==> src/rtl/cla_seq_adder_ctrl_pkg.sv <==
`timescale 1ns/1ps
`default_nettype none
// -----------------------------------------------------------------------------
// cla_seq_pkg : shared state type, default sizes and helpers for the sequential
//               carry-lookahead adder controller.                    Rev 1.0
// -----------------------------------------------------------------------------
package cla_seq_pkg;

    typedef enum logic [1:0] {
        IDLE = 2'd0,
        RUN  = 2'd1,
        DONE = 2'd2
    } state_t;

    localparam int WIDTH_DEF = 64;
    localparam int CHUNK_DEF = 16;

    function automatic int nchunk(input int width, input int chunk);
        return width / chunk;
    endfunction

    // Slice counter never collapses to zero bits, even for a single slice.
    function automatic int cnt_width(input int n);
        return (n <= 1) ? 1 : $clog2(n);
    endfunction

endpackage
`default_nettype wire

==> src/rtl/cla_seq_adder_ctrl_if.sv <==
`timescale 1ns/1ps
`default_nettype none
// -----------------------------------------------------------------------------
// cla_seq_adder_ctrl_if : request/result valid-ready bundle of the sequential
//                         adder controller.                          Rev 1.0
// -----------------------------------------------------------------------------
interface cla_seq_adder_ctrl_if
    import cla_seq_pkg::*;
#(
    parameter int WIDTH = WIDTH_DEF
) ();

    logic             in_valid;
    logic             in_ready;
    logic [WIDTH-1:0] a_in;
    logic [WIDTH-1:0] b_in;
    logic             cin;
    logic             op_sub;
    logic             out_valid;
    logic             out_ready;
    logic [WIDTH-1:0] sum_out;
    logic             cout;
    logic             ovf;
    logic             busy;

    modport master (
        output in_valid, a_in, b_in, cin, op_sub, out_ready,
        input  in_ready, out_valid, sum_out, cout, ovf, busy
    );

    modport slave (
        input  in_valid, a_in, b_in, cin, op_sub, out_ready,
        output in_ready, out_valid, sum_out, cout, ovf, busy
    );

endinterface
`default_nettype wire

==> src/rtl/cla_seq_adder_ctrl_slice.sv <==
`timescale 1ns/1ps
`default_nettype none
// -----------------------------------------------------------------------------
// cla_add_slice : CHUNK-bit adder from 4-bit lookahead groups with a second
//                 lookahead level across the groups.                 Rev 1.0
// -----------------------------------------------------------------------------
module cla_add_slice
    import cla_seq_pkg::*;
#(
    parameter int CHUNK = CHUNK_DEF
) (
    input  logic [CHUNK-1:0] a,
    input  logic [CHUNK-1:0] b,
    input  logic             ci,
    output logic [CHUNK-1:0] s,
    output logic             co,
    output logic             c_msb
);

    localparam int NGRP = CHUNK / 4;

    logic [CHUNK-1:0] w_g;
    logic [CHUNK-1:0] w_p;
    logic [CHUNK-1:0] w_c;
    logic [NGRP-1:0]  w_gg;
    logic [NGRP-1:0]  w_gp;
    logic [NGRP:0]    w_cg;

    assign w_g = a & b;
    assign w_p = a ^ b;

    generate
        for (genvar k = 0; k < NGRP; k++) begin : g_grp
            localparam int B = 4 * k;

            assign w_c[B]   = w_cg[k];
            assign w_c[B+1] = w_g[B] | (w_p[B] & w_cg[k]);
            assign w_c[B+2] = w_g[B+1] | (w_p[B+1] & w_g[B])
                            | (w_p[B+1] & w_p[B] & w_cg[k]);
            assign w_c[B+3] = w_g[B+2] | (w_p[B+2] & w_g[B+1])
                            | (w_p[B+2] & w_p[B+1] & w_g[B])
                            | (w_p[B+2] & w_p[B+1] & w_p[B] & w_cg[k]);

            assign w_gg[k] = w_g[B+3] | (w_p[B+3] & w_g[B+2])
                           | (w_p[B+3] & w_p[B+2] & w_g[B+1])
                           | (w_p[B+3] & w_p[B+2] & w_p[B+1] & w_g[B]);
            assign w_gp[k] = &w_p[B+3:B];
        end
    endgenerate

    // Each group carry is a flat sum-of-products of group G/P and ci, not a chain.
    always_comb begin
        logic v_term;
        v_term  = 1'b0;
        w_cg    = '0;
        w_cg[0] = ci;
        for (int k = 1; k <= NGRP; k++) begin
            v_term = ci;
            for (int j = 0; j < k; j++) begin
                v_term = v_term & w_gp[j];
            end
            w_cg[k] = v_term;
            for (int j = 0; j < k; j++) begin
                v_term = w_gg[j];
                for (int m = j + 1; m < k; m++) begin
                    v_term = v_term & w_gp[m];
                end
                w_cg[k] = w_cg[k] | v_term;
            end
        end
    end

    assign s     = w_p ^ w_c;
    assign co    = w_cg[NGRP];
    assign c_msb = w_c[CHUNK-1];

endmodule
`default_nettype wire

==> src/rtl/cla_seq_adder_ctrl.sv <==
`timescale 1ns/1ps
`default_nettype none
// -----------------------------------------------------------------------------
// cla_seq_adder_ctrl : runs a WIDTH-bit add/subtract through one CHUNK-bit
//                      lookahead slice, one slice per cycle.         Rev 1.0
// -----------------------------------------------------------------------------
module cla_seq_adder_ctrl
    import cla_seq_pkg::*;
#(
    parameter int WIDTH = WIDTH_DEF,
    parameter int CHUNK = CHUNK_DEF
) (
    input  logic                 clk,
    input  logic                 rst_n,
    cla_seq_adder_ctrl_if.slave  bus
);

    localparam int NCHUNK = nchunk(WIDTH, CHUNK);
    localparam int CNT_W  = cnt_width(NCHUNK);
    localparam logic [CNT_W-1:0] LAST = CNT_W'(NCHUNK - 1);

    state_t           r_state;
    state_t           w_state_nxt;
    logic [WIDTH-1:0] r_a;
    logic [WIDTH-1:0] r_b;
    logic [WIDTH-1:0] r_res;
    logic [WIDTH-1:0] w_res_nxt;
    logic             r_carry;
    logic [CNT_W-1:0] r_cnt;
    logic             r_cout;
    logic             r_ovf;

    logic             w_in_ready;
    logic             w_out_valid;
    logic             w_busy;
    logic             w_accept;
    logic             w_last;

    logic [CHUNK-1:0] w_s;
    logic             w_co;
    logic             w_c_msb;

    cla_add_slice #(
        .CHUNK (CHUNK)
    ) u_slice (
        .a     (r_a[CHUNK-1:0]),
        .b     (r_b[CHUNK-1:0]),
        .ci    (r_carry),
        .s     (w_s),
        .co    (w_co),
        .c_msb (w_c_msb)
    );

    // State register
    always_ff @(posedge clk) begin
        if (!rst_n) begin
            r_state <= IDLE;
        end else begin
            r_state <= w_state_nxt;
        end
    end

    // Next-state logic
    always_comb begin
        w_state_nxt = r_state;
        case (r_state)
            IDLE:    if (bus.in_valid)  w_state_nxt = RUN;
            RUN:     if (r_cnt == LAST) w_state_nxt = DONE;
            DONE:    if (bus.out_ready) w_state_nxt = IDLE;
            default: w_state_nxt = IDLE;
        endcase
    end

    // Output decode
    always_comb begin
        w_in_ready  = 1'b0;
        w_out_valid = 1'b0;
        w_busy      = 1'b1;
        case (r_state)
            IDLE: begin
                w_in_ready = 1'b1;
                w_busy     = 1'b0;
            end
            DONE:    w_out_valid = 1'b1;
            default: ;
        endcase
    end

    assign w_accept = bus.in_valid & w_in_ready;
    assign w_last   = (r_state == RUN) && (r_cnt == LAST);

    generate
        if (NCHUNK == 1) begin : g_res_single
            assign w_res_nxt = w_s;
        end else begin : g_res_shift
            assign w_res_nxt = {w_s, r_res[WIDTH-1:CHUNK]};
        end
    endgenerate

    // Subtraction is folded in at accept time: B is stored inverted with carry 1.
    always_ff @(posedge clk) begin
        if (!rst_n) begin
            r_a     <= '0;
            r_b     <= '0;
            r_res   <= '0;
            r_carry <= 1'b0;
            r_cnt   <= '0;
            r_cout  <= 1'b0;
            r_ovf   <= 1'b0;
        end else if (w_accept) begin
            r_a     <= bus.a_in;
            r_b     <= bus.op_sub ? ~bus.b_in : bus.b_in;
            r_carry <= bus.op_sub | bus.cin;
            r_cnt   <= '0;
        end else if (r_state == RUN) begin
            r_a     <= r_a >> CHUNK;
            r_b     <= r_b >> CHUNK;
            r_res   <= w_res_nxt;
            r_carry <= w_co;
            r_cnt   <= r_cnt + 1'b1;
            if (w_last) begin
                r_cout <= w_co;
                r_ovf  <= w_c_msb ^ w_co;
            end
        end
    end

    assign bus.in_ready  = w_in_ready;
    assign bus.out_valid = w_out_valid;
    assign bus.busy      = w_busy;
    assign bus.sum_out   = r_res;
    assign bus.cout      = r_cout;
    assign bus.ovf       = r_ovf;

endmodule
`default_nettype wire

==> src/flat_wrapper.sv <==
// flat-port wrapper written by rule: the top's interface ports become plain ports
module cla_seq_adder_ctrl_flat import cla_seq_pkg::*;
#(
    parameter int WIDTH = WIDTH_DEF,
    parameter int CHUNK = CHUNK_DEF
)
  (clk, rst_n, bus_in_valid, bus_a_in, bus_b_in, bus_cin, bus_op_sub, bus_out_ready, bus_in_ready, bus_out_valid, bus_sum_out, bus_cout, bus_ovf, bus_busy);
  cla_seq_adder_ctrl_if #(.WIDTH(WIDTH)) bus_i ();
  input  logic clk;
  input  logic rst_n;
  input wire logic [$bits(bus_i.in_valid)-1:0] bus_in_valid;
  input wire logic [$bits(bus_i.a_in)-1:0] bus_a_in;
  input wire logic [$bits(bus_i.b_in)-1:0] bus_b_in;
  input wire logic [$bits(bus_i.cin)-1:0] bus_cin;
  input wire logic [$bits(bus_i.op_sub)-1:0] bus_op_sub;
  input wire logic [$bits(bus_i.out_ready)-1:0] bus_out_ready;
  output wire logic [$bits(bus_i.in_ready)-1:0] bus_in_ready;
  output wire logic [$bits(bus_i.out_valid)-1:0] bus_out_valid;
  output wire logic [$bits(bus_i.sum_out)-1:0] bus_sum_out;
  output wire logic [$bits(bus_i.cout)-1:0] bus_cout;
  output wire logic [$bits(bus_i.ovf)-1:0] bus_ovf;
  output wire logic [$bits(bus_i.busy)-1:0] bus_busy;
  assign bus_i.in_valid = bus_in_valid;
  assign bus_i.a_in = bus_a_in;
  assign bus_i.b_in = bus_b_in;
  assign bus_i.cin = bus_cin;
  assign bus_i.op_sub = bus_op_sub;
  assign bus_i.out_ready = bus_out_ready;
  assign bus_in_ready = bus_i.in_ready;
  assign bus_out_valid = bus_i.out_valid;
  assign bus_sum_out = bus_i.sum_out;
  assign bus_cout = bus_i.cout;
  assign bus_ovf = bus_i.ovf;
  assign bus_busy = bus_i.busy;
  cla_seq_adder_ctrl #(.WIDTH(WIDTH), .CHUNK(CHUNK)) u_core (.clk(clk), .rst_n(rst_n), .bus(bus_i));
endmodule
==> config.mk <==
export PLATFORM = sky130hd
export DESIGN_NAME = cla_seq_adder_ctrl_flat
export DESIGN_NICKNAME = d
export VERILOG_FILES = /design/src/rtl/cla_seq_adder_ctrl_pkg.sv /design/src/rtl/cla_seq_adder_ctrl_if.sv /design/src/rtl/cla_seq_adder_ctrl_slice.sv /design/src/rtl/cla_seq_adder_ctrl.sv /design/src/flat_wrapper.sv
export SDC_FILE = /design/constraint.sdc
export NUM_CORES = 1
export LEC_CHECK = 0
export BUFFER_PORTS_ARGS = -buffer_cell sky130_fd_sc_hd__buf_2
export CAP_MARGIN = 30
export CELL_PAD_IN_SITES_DETAIL_PLACEMENT = 0
export CELL_PAD_IN_SITES_GLOBAL_PLACEMENT = 1
export CORE_ASPECT_RATIO = 1.5
export CORE_UTILIZATION = 36
export DETAILED_ROUTE_END_ITERATION = 12
export PLACE_DENSITY = 0.74
export SYNTH_ARGS = -nofsm -noshare
export SYNTH_HDL_FRONTEND = slang
export SYNTH_SLANG_ARGS = --single-unit
==> constraint.sdc <==
create_clock -name clk -period 2.5 [get_ports clk]
set_input_delay 0.375 -clock clk [delete_from_list [all_inputs] [get_ports clk]]
set_output_delay 0.375 -clock clk [all_outputs]
set_load 0.03 [all_outputs]
* Word level (Yosys, flattened, before mapping)
Index checks and enable logic that the tools add are counted.
** Operators by class
- $add $sub $neg :: 1
- Equality and inequality tests :: 6
- Muxes and demuxes :: 14
- Bitwise operators :: 121
- Reductions and logical operators :: 11
** Operator list (count)
- $mux W64 :: 5
- $and A1 B1 Y1 :: 67
- $not A64 Y64 :: 1
- $or A1 B1 Y1 :: 47
- $xor A16 B16 Y16 :: 2
- $and A16 B16 Y16 :: 1
- $reduce_and A4 Y1 :: 4
- $mux W2 :: 3
- $ne A2 B2 Y1 const B :: 3
- $pmux W2 S3 :: 1
- $reduce_and A3 Y1 :: 2
- $mux W1 :: 5
- $eq A2 B2 Y1 const B :: 2
- $add A2 B1 Y2 const B :: 1
- $eq A2 B1 Y1 const B :: 1
- $logic_not A2 Y1 :: 1
- $not A1 Y1 :: 2
- $reduce_and A2 Y1 :: 1
- $reduce_bool A2 Y1 :: 1
- $reduce_or A2 Y1 :: 1
- $logic_and A1 B1 Y1 :: 1
- $xor A1 B1 Y1 :: 1
** Word-level totals
- Register bits :: 199
- Output and inout port bits :: 69

* Longest topological paths before layout
Gate-level depths: netlist of run 1.
- Depth in word-level cells :: 14
- Gate-level depth with buffers :: 9
- Mapped depth without buffers :: 9

* Hierarchy
A second synthesis of run 1 with hierarchy kept.
** Second synthesis, totals
- Cell total of the unflattened synthesis :: 1057
- Area, all modules :: 8838.5 sq um
** By module, submodules not included
- cla_seq_adder_ctrl :: instances 1, cells each 978, area each 8191.6 sq um, sequential area each 3983.8 sq um
- cla_add_slice :: instances 1, cells each 79, area each 646.9 sq um, sequential area each 0.0 sq um

* Worst setup path after synthesis of run 1
Ideal clock, no wire load.
- Path type :: reg-to-reg
- Start :: register u_core.r_b[0]
- End :: register u_core.r_res[61], in the netlist u_core.bus.sum_out[61]
- Library setup time :: 0.086 ns
- Data arrival time :: 2.513 ns
- Slack :: -0.098 ns
- Cell stages (with the launch flop) :: 10
- Buffers on the path :: 0
- Cells stage by stage :: dfxtp_1 > ha_1 > a211oi_2 > nor4_4 > o31ai_4 > o21ai_0 > a21o_1 > fa_1 > xnor2_1 > a211oi_1
** Between the ends
- Word-level cells in the longest chain between the ends :: 11
** Ends and longest elaborated chain
- start, declared :: line cla_seq_adder_ctrl.sv:25 : logic [WIDTH-1:0] r_b;
- start signal, assigned :: line cla_seq_adder_ctrl.sv:112 : r_b <= bus.op_sub ? ~bus.b_in : bus.b_in;
- start signal, assigned :: line cla_seq_adder_ctrl.sv:117 : r_b <= r_b >> CHUNK;
- $xor A16 B16 Y16 or $and A16 B16 Y16 (tied branches) :: line cla_seq_adder_ctrl_slice.sv:30, cla_seq_adder_ctrl_slice.sv:29
- $reduce_and A4 Y1 or $and A1 B1 Y1 (tied branches) :: line cla_seq_adder_ctrl_slice.sv:47, cla_seq_adder_ctrl_slice.sv:46
- $and A1 B1 Y1 or $or A1 B1 Y1 (tied branches) :: line cla_seq_adder_ctrl_slice.sv:60, cla_seq_adder_ctrl_slice.sv:46
- $and A1 B1 Y1, on equally long branches (2 in a row) :: line cla_seq_adder_ctrl_slice.sv:60, cla_seq_adder_ctrl_slice.sv:66
- $or A1 B1 Y1 (*) (3 in a row) :: line cla_seq_adder_ctrl_slice.sv:68 : w_cg[k] = w_cg[k] | v_term;
- $and A1 B1 Y1 (*) :: line cla_seq_adder_ctrl_slice.sv:37 : assign w_c[B+1] = w_g[B] | (w_p[B] & w_cg[k]);
- $or A1 B1 Y1 (*) :: line cla_seq_adder_ctrl_slice.sv:37
- $xor A16 B16 Y16 (*) :: line cla_seq_adder_ctrl_slice.sv:73 : assign s = w_p ^ w_c;
- end signal, assigned :: line cla_seq_adder_ctrl.sv:118 : r_res <= w_res_nxt;
- end, declared :: line cla_seq_adder_ctrl.sv:26 : logic [WIDTH-1:0] r_res;
Mark *: on every way between the ends. The rest lies on a longest branch, timed or not.
A chain may end at the register's enable or synchronous reset.

* Worst setup path in the final report of run 1
- Start :: register u_core.r_b[5]
- End :: register u_core.r_res[61], in the netlist u_core.bus.sum_out[61]
** Between the ends
- Word-level cells in the longest chain between the ends :: 10
** Ends and longest elaborated chain
- $xor A16 B16 Y16 or $and A16 B16 Y16 (tied branches) :: line cla_seq_adder_ctrl_slice.sv:30, cla_seq_adder_ctrl_slice.sv:29
- $reduce_and A4 Y1 (tied with other cells) :: line cla_seq_adder_ctrl_slice.sv:47 : assign w_gp[k] = &w_p[B+3:B];
- $and A1 B1 Y1 (tied with other cells) (2 in a row) :: line cla_seq_adder_ctrl_slice.sv:60 : v_term = v_term & w_gp[j];
- $or A1 B1 Y1 or $and A1 B1 Y1 (tied branches) :: line cla_seq_adder_ctrl_slice.sv:68, cla_seq_adder_ctrl_slice.sv:66
- $or A1 B1 Y1 (*) (2 in a row) :: line cla_seq_adder_ctrl_slice.sv:68
- $and A1 B1 Y1 (*) :: line cla_seq_adder_ctrl_slice.sv:37
- $or A1 B1 Y1 (*) :: line cla_seq_adder_ctrl_slice.sv:37
- $xor A16 B16 Y16 (*) :: line cla_seq_adder_ctrl_slice.sv:73
Marks and branches as above.

==> metrics, run 1 <==
outcome finished, final reports clean; hold endpoint u_core.r_a[48]$_SDFFE_PN0P_; Worst VDD drop 486.9 uV; P_leak 4.294 nW; Worst Tran Pin Value 647.4 ps; Post-Syn Nets 1190; Largest stage delay, worst path 380 ps; number of DRC markers in iteration 0 388; cells along the critical path ha_4 > a21o_1 > a211o_1 > o31ai_4 > o21ai_2 > a21o_1 > fa_2 > xnor2_1 > a211oi_1; Fin Setup TNS 0 ps; final hold violations 0; first-pass GRT wire length 38140 um; DP HPWL 17040 um; CTS tree built; Final #Nets 1354; area delta synth->final 23.87%; crit-path max FO 2; Worst Hold Depth 3; I/O Pins 203; Post-synth EDFFs 0; first-pass detailed-route iteration total 4; CP most frequent cell a21o_1; Crit. End Element register; CP max stage cell fa_2; most frequent cells in the layout buf_2, nand2_1, dfxtp_1; DRC Markers 0; Power Density 681.5 nW/um2; Fin Clk Skew 16.72 ps; largest net degree at the start of global routing 96; Placeable Area 23230 um2; FMAX 415.0 MHz; type of the worst min-delay path input pin to register; Worst-path clk slew 80 ps; area share of the largest cell type after synthesis 46.28%; Die Ht 191.4 um; Synth Cell Area 8608 um2; CP arrival 2750 ps; Hold Crit Start bus_a_in[48]; placed instance area 10010 um2; die area 24550 um2; Slew HR 56.84%; CTS H-tree depth 4; Async SR Flop Fraction 0%; post-synthesis cell type count 45; Final Critical Period 2409 ps; final worst path period share 96.38%; share of cells above drive strength 1 23.84%; row count 68; die width 128.3 um; syn_area_per_cell 8.317 um2; Setup Crit Path Kind register to register; CTS Buf Count 17; DRT Wirelength 24240 um; Overflow after GRT 0; sequential area share after synthesis 46.28%; Ys Warns 0; RD Place Congestion 0.8521; maxcap violations 0; R2R setup slack 90 ps; Worst Setup SP u_core.r_b[5]$_SDFFE_PN0P_; cell depth of the worst flop-to-flop path 9; clock sink total 199; routed len/inst 15.86 um; drt via density 5.024; Total GRT Usage 19.97%; Clock Latency Late Sink 430 ps; CP required 2840 ps; initial antenna violation count 0; area leader, netlist dfxtp_1; Critical R2R Capture u_core.bus.sum_out[61]$_SDFFE_PN0P_; Synth area leaders dfxtp_1, nand2_1, a21oi_1; clock tree root driver cell clkbuf_16; clock buffer depth 2; Setup-failing EPs final 0; post-route ant nets 0; CTS Hold Buffers Added 0; Initial Util 37.06%; Most used DFF post-synth dfxtp_1; Vias 7677; Slew Viols, Final 0; CP Launch Type register; most common cell after layout, fill and taps aside buf_2; vias in the first global route 7065; post-route cell area 10660 um2; input/output buffers 202; Syn Inst Count 1035; Yosys reg bits 199; Reg2Reg Launch Point u_core.r_b[5]$_SDFFE_PN0P_; unrepaired setup endpoints after global routing no
cells by family (layout without fill, tap and decap cells):
kind of cell	count (synthesis)	count (layout)	synth area share [%]
xor gates and xnor gates	72	72	7.326
buffers and inverters	96	273	4.637
DFF	199	199	46.28
muxes	1	1	0.1163
adders and majority gates	21	21	3.401
other	0	1	0
and+or+nand+nor	372	372	17.44
AOI/OAI and AO/OA	274	274	20.80
what timing repair did:
item                       in CTS  in global routing
buffers inserted                0                  1
pin swaps                       3                  5
setup endpoints to repair       1                  2
gates resized for setup         3                  7
worst max-delay path, delay by kind of cell, from the launching register on:
kind | cells | cell delay [ps]
AOI/OAI and AO/OA | 6 | 1250
xor gates and xnor gates | 1 | 130
adders and majority gates | 2 | 620
DFF | 1 | 340
per-layer routing:
layer  vias to the layer above  share of wire [%]  GRT usage [%]  wire (um)
met2                       215                 48          32.29      11700
li1                       3889                  -              -          -
met5                         -                  0              0          0
met1                      3546                 43          25.08      10480
met3                        27                4.8          3.974       1168
met4                         0                3.7          10.05        899
sequential cells by signal, summed over array words and instances (netlist names):
register            cells
u_core.bus.ovf          1
u_core.bus.sum_out     64
u_core.r_b             64
u_core.r_state          2
u_core.bus.cout         1
u_core.r_a             64
u_core.r_carry          1
u_core.r_cnt            2
Yosys cell counts (2+ instances only):
master    count
a21o_1        4
a211oi_2      3
o21ai_0       8
nor2b_1       2
inv_1         9
clkbuf_1     47
a221oi_1     48
a21oi_1     143
xor2_1       16
nor2_1      116
nand2_1     199
ha_1         17
a211oi_1      5
a22oi_1      48
and2_1        3
buf_1        19
nand3_1      41
nor3_1        4
o31ai_1       2
buf_2        18
o211ai_1      3
fa_1          4
dfxtp_1     199
xnor2_1      56
area by class of cell:
class	count	area (um2)
fillers	2385	12560
multi-input cells	740	4314
flip-flops and latches	199	3989
repair buffers	231	1331
clock buffers	18	429.2
well taps	315	394.1
clock inverters	14	160.2
inverters	10	42.54
diodes	1	2.502
where the power goes:
part | total (mW) | internal (mW) | leakage [nW] | switching [mW]
combinational | 1.10 | 0.441 | 2.38 | 0.655
sequential | 3.47 | 3.34 | 1.63 | 0.127
clock | 2.70 | 1.35 | 0.286 | 1.36
stage by stage:
stage	power (mW)	setup slack [ps]	utilization, %	hold slack (ps)	cells
after CTS	7.326	7.179	45.73	153.1	1526
after global routing	7.603	8.909	45.90	155.0	1527
after detailed placement	4.632	-9.766	43.10	443.7	1494
final	7.266	90.61	45.91	173.2	1528
after global placement	4.617	23.50	43.10	438.3	1494
after floorplan	4.217	3.110	-	436.8	1035
worst max-delay path by stage:
stage,slack (ps),endpoint
after global routing,9,u_core.bus.sum_out[60]$_SDFFE_PN0P_
after global placement,20,u_core.bus.sum_out[61]$_SDFFE_PN0P_
after floorplan,3,u_core.bus.sum_out[61]$_SDFFE_PN0P_
after CTS,7,u_core.bus.sum_out[61]$_SDFFE_PN0P_
final,90,u_core.bus.sum_out[61]$_SDFFE_PN0P_
after detailed placement,-10,u_core.bus.sum_out[61]$_SDFFE_PN0P_
Note: power is estimated with default switching activity, not from simulation.
==> run 2: changes to the inputs <==
--- a/config.mk
+++ b/config.mk
@@ -5,14 +5,15 @@
 export SDC_FILE = /design/constraint.sdc
 export NUM_CORES = 1
 export LEC_CHECK = 0
+export ABC_AREA = 1
 export BUFFER_PORTS_ARGS = -buffer_cell sky130_fd_sc_hd__buf_2
 export CAP_MARGIN = 30
 export CELL_PAD_IN_SITES_DETAIL_PLACEMENT = 0
 export CELL_PAD_IN_SITES_GLOBAL_PLACEMENT = 1
 export CORE_ASPECT_RATIO = 1.5
-export CORE_UTILIZATION = 36
+export CORE_UTILIZATION = 39
 export DETAILED_ROUTE_END_ITERATION = 12
-export PLACE_DENSITY = 0.74
+export PLACE_DENSITY = 0.77
 export SYNTH_ARGS = -nofsm -noshare
 export SYNTH_HDL_FRONTEND = slang
 export SYNTH_SLANG_ARGS = --single-unit
==> constraint.sdc (replaced) <==
create_clock -name clk -period 2.7 [get_ports clk]
set_input_delay 0.405 -clock clk [delete_from_list [all_inputs] [get_ports clk]]
set_output_delay 0.405 -clock clk [all_outputs]
set_load 0.03 [all_outputs]
==> metrics, run 2 <==
post-route ant nets 0; post-CTS setup buffers 0; area leader, netlist dfxtp_1; area share of the largest cell type after synthesis 44.30%; cells along the critical path ha_1 > nand2_1 > nor2_1 > nor2_1 > nand2_1 > nand2_1 > nand4_2 > fa_1 > xnor2_1 > a21oi_1; number of DRC markers in iteration 0 430; Worst-path clk slew 80 ps; Most used DFF post-synth dfxtp_1; P_leak 5.198 nW; Final #Nets 1519; first-pass GRT wire length 38700 um; post-synthesis cell type count 36; CP Launch Type register; Slew HR 54.45%; CTS Buf Count 17; top cells by count, synth nand2_1, dfxtp_1, nor2_1; clock tree root driver cell clkbuf_16; Post-Syn Nets 1359; Worst Tran Pin Value 683.2 ps; sequential area share after synthesis 44.30%; Synth area leaders dfxtp_1, nand2_1, xor2_1; CTS Hold Buffers Added 0; CP most frequent cell nand2_1; Die Ht 188.0 um; vias in the first global route 7520; Setup Crit Path Kind register to register; crit-path max FO 5; clock buffer depth 2; I/O Pins 203; RD Place Congestion 0.9119; routed len/inst 14.69 um; # resized after CTS 0; Vias 8135; Syn Inst Count 1204; DP HPWL 16790 um; Layout Utilization 48.05%; Initial Util 40.03%; input/output buffers 202; Slew Viols, Final 0; Placeable Area 22470 um2; unrepaired setup endpoints after global routing no; first-pass detailed-route iteration total 6; most frequent cells in the layout nand2_1, buf_2, dfxtp_1; Overflow after GRT 0; Ys Warns 0; Power Density 662.9 nW/um2; Final Critical Period 2242 ps; Crit. End Element register; CTS H-tree depth 4; Total GRT Usage 20.70%; most common cell in the netlist nand2_1; maxcap violations 0; DRT Wirelength 24290 um; area delta synth->final 20.05%; Fin Setup TNS 0 ps; Clock Latency Late Sink 430 ps; initial antenna violation count 3; row count 67; CP max stage cell fa_1; largest net degree at the start of global routing 156; CTS tree built; clock sink total 199; DRC Markers 0; Fin Clk Skew 12.72 ps; Yosys reg bits 199; R2R setup slack 460 ps; Setup-failing EPs final 0; FMAX 446.0 MHz; crit-path leading delay family adder cells; Worst VDD drop 437.1 uV; most common cell after layout, fill and taps aside nand2_1; Async SR Flop Fraction 0%; syn_area_per_cell 7.469 um2; Pwr Total 7.156 mW; type of the worst min-delay path input pin to register; WHS 211.3 ps; share of cells above drive strength 1 19.10%; die area 23680 um2; die width 126.0 um; Buf/Inv on CP 0; final worst path period share 83.05%; drt via density 4.918; Post-synth EDFFs 0; outcome finished, final reports clean; Synth Cell Area 8992 um2; Largest stage delay, worst path 480 ps; CP arrival 2530 ps; CP required 2990 ps; final hold violations 0
-- run 2: area by class of cell --
type	instances	area (um2)
antenna	1	2.502
clock buffer	17	425.4
clock inverter	15	156.4
fill	2333	11670
inverter	98	371.6
multi-input combinational	829	4284
sequential	199	3984
tap	276	345.3
timing repair buffer	219	1226
-- run 2: logic make-up after synthesis --
group | count (synthesis) | share of synthesized area [%]
AOI/OAI and AO/OA | 236 | 15.51
buffers and inverters | 176 | 8.056
DFF | 199 | 44.30
xor gates and xnor gates | 73 | 7.110
adders and majority gates | 21 | 3.256
and+or+nand+nor | 499 | 21.76
-- run 2: stage by stage --
| step | cells | setup slack (ps) | area (um2) |
|---|---|---|---|
| detailed placement | 1620 | 448.8 | 10180 |
| global route | 1654 | 315.3 | 10800 |
| CTS | 1652 | 432.7 | 10770 |
| finish | 1654 | 457.7 | 10800 |
| global placement | 1620 | 485.5 | 10180 |
| floorplan | 1204 | 604.5 | 8992 |
-- run 2: worst min-delay path, stage by stage --
cell     delay (ps)
buf_2            90
nand2_1          50
a21oi_1          50
-- run 2: power by group --
part / total [mW] / leakage [nW] / internal (mW) / switching (mW)
combinational: 1.32 / 3.27 / 0.460 / 0.863
clock: 2.53 / 0.288 / 1.32 / 1.21
sequential: 3.30 / 1.64 / 3.17 / 0.134
-- run 2: routing by layer --
metal,track usage (%),routed length [um],vias to the layer above,share of wire (%)
met5,0,22,-,0.091
met4,10.19,879,4,3.6
met3,3.538,1196,41,4.9
met2,35.93,12210,250,50
met1,24.45,9985,3637,41
li1,-,-,4203,-
-- run 2: path summary, 6_finish.rpt --
kind	start	end	cells after the start
worst max-delay path	u_core.r_b[6]$_SDFFE_PN0P_	u_core.bus.sum_out[61]$_SDFFE_PN0P_	10
worst min-delay path	bus_a_in[56]	u_core.r_a[56]$_SDFFE_PN0P_	3
worst max register to register	u_core.r_b[6]$_SDFFE_PN0P_	u_core.bus.sum_out[61]$_SDFFE_PN0P_	10
worst min register to register	u_core.r_a[60]$_SDFFE_PN0P_	u_core.r_a[60]$_SDFFE_PN0P_	2
==> run 3: changes to the inputs <==
--- a/config.mk
+++ b/config.mk
@@ -5,15 +5,15 @@
 export SDC_FILE = /design/constraint.sdc
 export NUM_CORES = 1
 export LEC_CHECK = 0
-export ABC_AREA = 1
+export ABC_AREA = 0
 export BUFFER_PORTS_ARGS = -buffer_cell sky130_fd_sc_hd__buf_2
 export CAP_MARGIN = 30
 export CELL_PAD_IN_SITES_DETAIL_PLACEMENT = 0
 export CELL_PAD_IN_SITES_GLOBAL_PLACEMENT = 1
 export CORE_ASPECT_RATIO = 1.5
-export CORE_UTILIZATION = 39
+export CORE_UTILIZATION = 36
 export DETAILED_ROUTE_END_ITERATION = 12
-export PLACE_DENSITY = 0.77
+export PLACE_DENSITY = 0.74
 export SYNTH_ARGS = -nofsm -noshare
 export SYNTH_HDL_FRONTEND = slang
 export SYNTH_SLANG_ARGS = --single-unit
==> constraint.sdc (replaced) <==
create_clock -name clk -period 1.85 [get_ports clk]
set_input_delay 0.2775 -clock clk [delete_from_list [all_inputs] [get_ports clk]]
set_output_delay 0.2775 -clock clk [all_outputs]
set_load 0.03 [all_outputs]
==> metrics, run 3 (synthesis results as in run 1) <==
most common cell after layout, fill and taps aside buf_2; P_leak 4.529 nW; CP Launch Type register; CTS Hold Buffers Added 0; RD Place Congestion 0.8906; clock buffer depth 2; CTS tree built; R2R setup slack -460 ps; Setup crit end u_core.bus.sum_out[60]$_SDFFE_PN0P_; type of the worst min-delay path input pin to register; CTS H-tree depth 4; antenna cell count 0; Placeable Area 23230 um2; WHS 66.97 ps; final hold violations 0; Reg2Reg Launch Point u_core.r_b[5]$_SDFFE_PN0P_; I/O Pins 203; Slew HR 56.46%; post-route ant nets 0; area delta synth->final 29.45%; most frequent cells in the layout buf_2, nand2_1, dfxtp_1; Worst VDD drop 607.9 uV; largest net degree at the start of global routing 79; Clock Latency Late Sink 440 ps; clock tree root driver cell clkbuf_16; DP HPWL 18080 um; first-pass GRT wire length 39570 um; Initial Util 37.06%; Setup-failing EPs final 10; drt via density 5.018; failing checks negative setup slack; initial antenna violation count 1; share of cells above drive strength 1 27.67%; Final #Nets 1396; maxcap violations 0; Worst Tran Pin Value 653.1 ps; row count 68; unrepaired setup endpoints after global routing yes; Crit. End Element register; Overflow after GRT 0; Fin Clk Skew 11.91 ps; FMAX 432.7 MHz; Layout Utilization 47.97%; clock sink total 199; vias in the first global route 7549; CTS Buf Count 17; Die Ht 191.4 um; Worst Setup SP u_core.r_b[5]$_SDFFE_PN0P_; final worst path period share 124.9%; number of DRC markers in iteration 0 440; Total GRT Usage 20.65%; CP arrival 2670 ps; die width 128.3 um; input/output buffers 202; Setup Crit Path Kind register to register; Slew Viols, Final 0; Final Critical Period 2311 ps; Power Density 894.2 nW/um2; DRT Wirelength 24890 um; Final WS setup -461.2 ps; crit-path max FO 2; Vias 7874; die area 24550 um2; cell depth of the worst flop-to-flop path 9; Critical R2R Capture u_core.bus.sum_out[60]$_SDFFE_PN0P_; first-pass detailed-route iteration total 4; outcome finished, violations left; CP required 2210 ps; Worst-path clk slew 80 ps; fillcell total 2395; DRC Markers 0; routed len/inst 15.86 um
[run 3: cell types whose count changed in the layout (fill, tap and decap cells not counted), moves of 8 or more]
cell / change
xnor2_1: +35
nand2_1: -150
a21oi_1: +88
o21ai_0: -75
o221ai_1: -15
a31oi_1: -49
a22oi_1: +15
nand3_1: +29
a221oi_1: +48
xor2_1: -37
inv_1: -86
buf_4: +42
nor2_1: -8
[run 3: metrics by stage]
stage	total power [mW]	instances	TNS, ps	area [um2]	worst slack, ps
finish	9.965	1569	-2576	11140	-461.2
global route	10.45	1569	-3704	11140	-544.4
CTS	10.03	1566	-2616	11040	-473.1
detailed placement	6.380	1533	-3010	10380	-516.0
global placement	6.357	1533	-2390	10380	-464.1
floorplan	5.711	1035	-1366	8661	-503.9
[run 3: worst min-delay path by stage]
stage                                                     end                                 from  slack (ps)  cells after the start
final                             u_core.r_a[53]$_SDFFE_PN0P_                         bus_a_in[53]          70                      3
after global routing              u_core.r_a[56]$_SDFFE_PN0P_                         bus_a_in[56]          60                      3
after CTS                         u_core.r_a[60]$_SDFFE_PN0P_                         bus_a_in[60]          50                      3
after detailed placement  u_core.bus.sum_out[10]$_SDFFE_PN0P_  u_core.bus.sum_out[10]$_SDFFE_PN0P_         440                      2
after global placement     u_core.bus.sum_out[4]$_SDFFE_PN0P_   u_core.bus.sum_out[4]$_SDFFE_PN0P_         440                      2
after floorplan                   u_core.r_a[48]$_SDFFE_PN0P_                         bus_a_in[48]         410                      2
[run 3: where the power goes]
group          total (mW)  switching, mW  internal, mW
clock network        3.63           1.81          1.81
logic                1.66          0.946         0.716
registers            4.68          0.161          4.52
total                9.96           2.92          7.05
[run 3: critical path: stages (launching register included)]
cell     delay (ps)
dfxtp_2         340
ha_4            230
a21o_1          180
a211o_1         300
o31ai_4         200
o21ai_2         100
a21o_1          180
fa_2            540
nand2_2          50
a21oi_2         120
[run 3: routing by layer]
| metal | track usage [%] | share of wire (%) | vias up |
|---|---|---|---|
| li1 | - | - | 3975 |
| met5 | 0 | 0.040 | - |
| met4 | 10.00 | 3.9 | 2 |
| met2 | 35.45 | 50 | 195 |
| met1 | 24.48 | 42 | 3669 |
| met3 | 3.946 | 4.4 | 33 |
[run 3: final cells by class]
cell class	instances	area (um2)	area share, %
repair buffers	273	1728	15.51
inverters	10	42.54	0.3818
clock buffers	18	429.2	3.851
multi-input cells	740	4408	39.56
clock inverters	14	148.9	1.336
well taps	315	394.1	3.537
flip-flops and latches	199	3993	35.83
[run 3: repair_timing]
action                     CTS  global route
buffers inserted             3             3
setup endpoints to repair   12            36
pin swaps                   12             7
cloned                       0             1
resized for setup           14            15
